===== src/rtl/btn_add_sub.sv =====
// Registered 2-bit-style adder/subtractor whose ADD/SUB mode is latched from push buttons.
// Optional BTN_SYNC_EN adds a two-flop synchronizer on each button ahead of mode decoding.
module btn_add_sub #(
  parameter int WIDTH = 2
) (
  input  logic             clk,
  input  logic             rst,
  input  logic [WIDTH-1:0] A,
  input  logic [WIDTH-1:0] B,
  input  logic             btn1,
  input  logic             btn2,
  input  logic             Cin,
  output logic [WIDTH-1:0] S,
  output logic             C0
);

  typedef enum logic [1:0] {
    IDLE = 2'd0,
    ADD  = 2'd1,
    SUB  = 2'd2
  } mode_t;

  mode_t            r_mode;
  mode_t            w_op;
  logic             w_btn1;
  logic             w_btn2;
  logic [WIDTH-1:0] r_s;
  logic             r_c0;
  logic [WIDTH-1:0] w_s_next;
  logic             w_c0_next;
  logic [WIDTH:0]   w_cin_ext;
  logic [WIDTH:0]   w_sum;
  logic [WIDTH:0]   w_diff;

`ifdef BTN_SYNC_EN
  logic [1:0] r_btn1_sync;
  logic [1:0] r_btn2_sync;

  // NOTE: non-blocking assignments for every flop so all registers see pre-edge values.
  always_ff @(posedge clk) begin
    if (rst) begin
      r_btn1_sync <= 2'b00;
      r_btn2_sync <= 2'b00;
    end else begin
      r_btn1_sync <= {r_btn1_sync[0], btn1};
      r_btn2_sync <= {r_btn2_sync[0], btn2};
    end
  end

  assign w_btn1 = r_btn1_sync[1];
  assign w_btn2 = r_btn2_sync[1];
`else
  assign w_btn1 = btn1;
  assign w_btn2 = btn2;
`endif

  assign w_cin_ext = {{WIDTH{1'b0}}, Cin};
  assign w_sum     = {1'b0, A} + {1'b0, B} + w_cin_ext;
  // The top bit of the (WIDTH+1)-bit difference is set exactly when A < B + Cin.
  assign w_diff    = {1'b0, A} - {1'b0, B} - w_cin_ext;

  // NOTE: defaults first in always_comb so no path leaves a signal unassigned (no latch).
  always_comb begin
    w_op = r_mode;
    case ({w_btn1, w_btn2})
      2'b10:   w_op = ADD;
      2'b01:   w_op = SUB;
      default: w_op = r_mode;
    endcase
  end

  always_comb begin
    w_s_next  = '0;
    w_c0_next = 1'b0;
    case (w_op)
      ADD: begin
        w_s_next  = w_sum[WIDTH-1:0];
        w_c0_next = w_sum[WIDTH];
      end
      SUB: begin
        w_s_next  = w_diff[WIDTH-1:0];
        w_c0_next = w_diff[WIDTH];
      end
      default: begin
        w_s_next  = '0;
        w_c0_next = 1'b0;
      end
    endcase
  end

  always_ff @(posedge clk) begin
    if (rst) begin
      r_mode <= IDLE;
      r_s    <= '0;
      r_c0   <= 1'b0;
    end else begin
      r_mode <= w_op;
      r_s    <= w_s_next;
      r_c0   <= w_c0_next;
    end
  end

  assign S  = r_s;
  assign C0 = r_c0;

endmodule


===== config.mk =====
export PLATFORM = sky130hd
export DESIGN_NAME = btn_add_sub
export DESIGN_NICKNAME = d
export VERILOG_FILES = /design/src/rtl/btn_add_sub.sv
export SDC_FILE = /design/constraint.sdc
export NUM_CORES = 1
export LEC_CHECK = 0
export ABC_AREA = 1
export BUFFER_PORTS_ARGS = -buffer_cell sky130_fd_sc_hd__buf_2
export CORE_AREA = 2 2 39 41
export DETAILED_ROUTE_END_ITERATION = 7
export DIE_AREA = 0 0 41 43
export GPL_ROUTABILITY_DRIVEN = 1
export PLACE_DENSITY = 0.58
export SLEW_MARGIN = 20
export SYNTH_ARGS = -nofsm -noshare
export SYNTH_HDL_FRONTEND = slang
export SYNTH_SLANG_ARGS = --single-unit

===== constraint.sdc =====
create_clock -name clk -period 2.3 [get_ports clk]
set_clock_uncertainty 0.05 [all_clocks]
set_input_delay 0.23 -clock clk [delete_from_list [all_inputs] [get_ports clk]]
set_output_delay 0.23 -clock clk [all_outputs]
set_load 0.01 [all_outputs]

After elaboration in Yosys (flattened, before gate mapping)
Cells that the tools add are included.

storage, ports and cells
  register bits after elaboration = 5
  word-level logic and storage cells = 14

operators by class
  add/subtract/negate cells = 4
  eq/ne operators = 4
  mux-type cells = 3

operator list
  operator                                       number
  case mux 2 bit (2 select lines)                2
  == test 2 x 1 -> 1 bit, second input constant  2
  == test 2 bit, second input constant           2
  adder 2 x 2 -> 3 bit                           1
  adder 3 x 1 -> 3 bit                           1
  subtractor 2 x 2 -> 3 bit                      1
  subtractor 3 x 1 -> 3 bit                      1
  case mux 1 bit (2 select lines)                1

Logic depth before layout (Yosys ltp)
  depth after elaboration = 4
  mapped depth = 8

Least setup slack after synthesis
No wires, ideal clock.

  kind = input-to-reg
  start point = input A[0]
  end point = register r_s[1], in the netlist S[1]
  setup time = 0.117 ns
  arrival time = 1.916 ns
  required time = 2.133 ns
  path slack = 0.217 ns
  stages = 7
  path through = fa_1 > inv_1 > ha_1 > or2_2 > fa_1 > a22oi_1 > nor2_1

between the ends
  longest elaborated chain between the ends = 3

RTL lines
  element                                                            line    text
  start, declared                                                    8       input logic [WIDTH-1:0] A,
  subtractor 2 x 2 -> 3 bit or adder 2 x 2 -> 3 bit (tied branches)  60, 58
  subtractor 3 x 1 -> 3 bit or adder 3 x 1 -> 3 bit (tied branches)  60, 58
  case mux 2 bit (2 select lines) (*)                                75      case (w_op)
  end signal, assigned                                               98      r_s <= w_s_next;
  end, declared                                                      27      logic [WIDTH-1:0] r_s;

Every way passes the cells marked *; elsewhere a longest branch is shown, timed or not.
A chain may end at the register's enable or synchronous reset.

Worst setup path after layout
Same ends and word-level chain as after synthesis.

==> flow_metrics.tcl <==
set metrics [dict create \
    hold_viol 0 \
    fin_cells 81 \
    clock_latency_ps 240 \
    crit_type "in -> reg" \
    setup_viol 0 \
    synth_top_area_cell "dfxtp_1" \
    cts_num_sinks 5 \
    hp-class "in -> reg" \
    worstPathRequired_ps 2380 \
    antenna_found_initial 0 \
    crit_path_start_kind "primary input" \
    grt_usage_pct 9.64 \
    syn_area_um2 404 \
    status "complete, no violations" \
    cts_tree "built" \
    fillers 155 \
    ys.flop_type "dfxtp_1" \
    synth_seq_cells 5 \
    die_x_um 41 \
    syn_inst 49 \
    row_count 14 \
    layout_common_cells "15 x inv_1, 11 x buf_2, 7 x nand2_1" \
    grt_max_degree 5 \
    synth-edff-count 0 \
    grt.overflow.total 0 \
    nets 85 \
    final_common_cell "inv_1" \
    p_per_area_mw_per_mm2 536 \
    routed-via-count 315 \
    end_kind "flip-flop" \
    relSlewSlack_pct 84.9 \
    ant_nets 0 \
    cts_resized 0 \
    numCtsBuffers 3 \
    tightest_slew_ps 225 \
    cts_root_buffer "clkbuf_4" \
    cts.clk_slew.worst_paths_ps 50 \
    die_area_mm2 0.00176 \
    yosysUniqueCellTypes 15 \
    routed_wl_um 618 \
    start_util_pct 29.2 \
    routed_via_density 3.89 \
    antenna_cells 0 \
    leakage_nw 0.295 \
    seq_area_frac_synth_pct 24.8 \
    syn_nets 68 \
    gp_congestion 0.736 \
    synth_top_area_share_pct 24.8 \
    irDropWorstVdd_v 0.000164 \
    finalCritPeriodShare_pct 89.4 \
    dp_hpwl_um 552 \
    yosys_warnings 0 \
    clock.fmax_mhz 486 \
    ctsHtreeMaxLevel 1 \
    crit_fanout 3 \
    io_pins 12 \
    post-route-util_pct 37.2 \
    period_minus_slack_ps 2060 \
    wire_per_inst_um 7.63 \
    slew_viol_final 0 \
    syn_area_per_cell_um2 8.25 \
    cts.path.max_buffers 2 \
    grt_pass1_wl_um 1150 \
    grt_pass1_vias 314 \
    area_growth_pct 27.2 \
    core_area_mm2 0.00138 \
    rsz0062_at_grt "no" \
    setup_tns_ps 0 \
    dp_cells 77 \
    layout-drive-gt1-share_pct 30.8 \
    die_y_um 43 \
    ctsHoldBuffers 0 \
    max-cap-violations 0 \
    cp.arrival_ps 2140 \
    dr.pass1.iters 4 \
    synth_area_leaders "dfxtp_1 25%, fa_1 20%, ha_1 19%, inv_1 14%, nand2_1 6.5%" \
    route.detailed.drc 0 \
    post_cts_buffers 0 \
    drt_iter0_drc 2 \
    port_buffers 11 \
    async_flop_share_pct 0 \
]
cell usage after synthesis, types with 2 or more instances:
cell      n
dfxtp_1   5
inv_1    15
a21oi_1   2
nand2_1   7
nor2_1    2
fa_1      4
ha_1      6
kinds of logic after synthesis:
logic type               count (synthesis)  share of synthesized area [%]
AND/OR/NAND/NOR                         13                           14.2
AO/OA/AOI/OAI                            5                           7.74
buffers and inverters                   16                           14.9
adder cells (fa/ha/maj)                 10                           38.4
flip-flops                               5                           24.8
through the flow:
stage	cell area [µm²]	hold slack, ps	total power [mW]	worst slack [ps]
final	514	124	0.276	244
after global routing	514	130	0.301	171
after CTS	514	120	0.282	260
after detailed placement	487	382	0.177	2.19
after global placement	487	380	0.175	37.5
after floorplan	404	247	0.151	217
registers in the layout, summed over array words and instances (netlist names):
register and cells:
r_mode 2, C0 1, S 2
power by group:
part	switching (mW)	internal [mW]	total, mW	leakage [nW]
sequential	0.00127	0.0928	0.0941	0.0408
clock	0.0386	0.0630	0.102	0.0177
combinational	0.0447	0.0355	0.0802	0.237
total	0.0846	0.191	0.276	0.295
worst max-delay path: stages:
cell,delay [ps]
buf_2,110
fa_1,590
inv_1,60
ha_1,170
or2_2,300
fa_1,430
a22oi_1,190
nor2_1,50
metal layers:
layer	GRT usage [%]	wire (µm)	up-vias
met5	0	0	-
li1	-	-	174
met3	3.14	25	0
met1	11.3	293	135
met2	14.4	300	6
met4	6.00	0	0
area by class of cell:
type                       count  area, µm²  share of cell area (%)
clock inverter                 1       5.00                   0.973
timing repair buffer          12       62.6                    12.2
multi-input combinational     28        244                    47.4
tap                           16       20.0                    3.89
clock buffer                   3       22.5                    4.38
sequential                     5        100                    19.5
inverter                      16       60.1                    11.7
final timing paths:
check / end / slack (ps) / startpoint / depth (start not counted)
setup / recovery: S[1] / 240 / A[0] / 8
hold / removal: r_mode[0] / 120 / rst / 2
setup reg to reg: S[0] / 1010 / r_mode[1] / 6
hold reg to reg: r_mode[0] / 500 / r_mode[0] / 4
No activity file was read; power rests on OpenSTA's default activity.
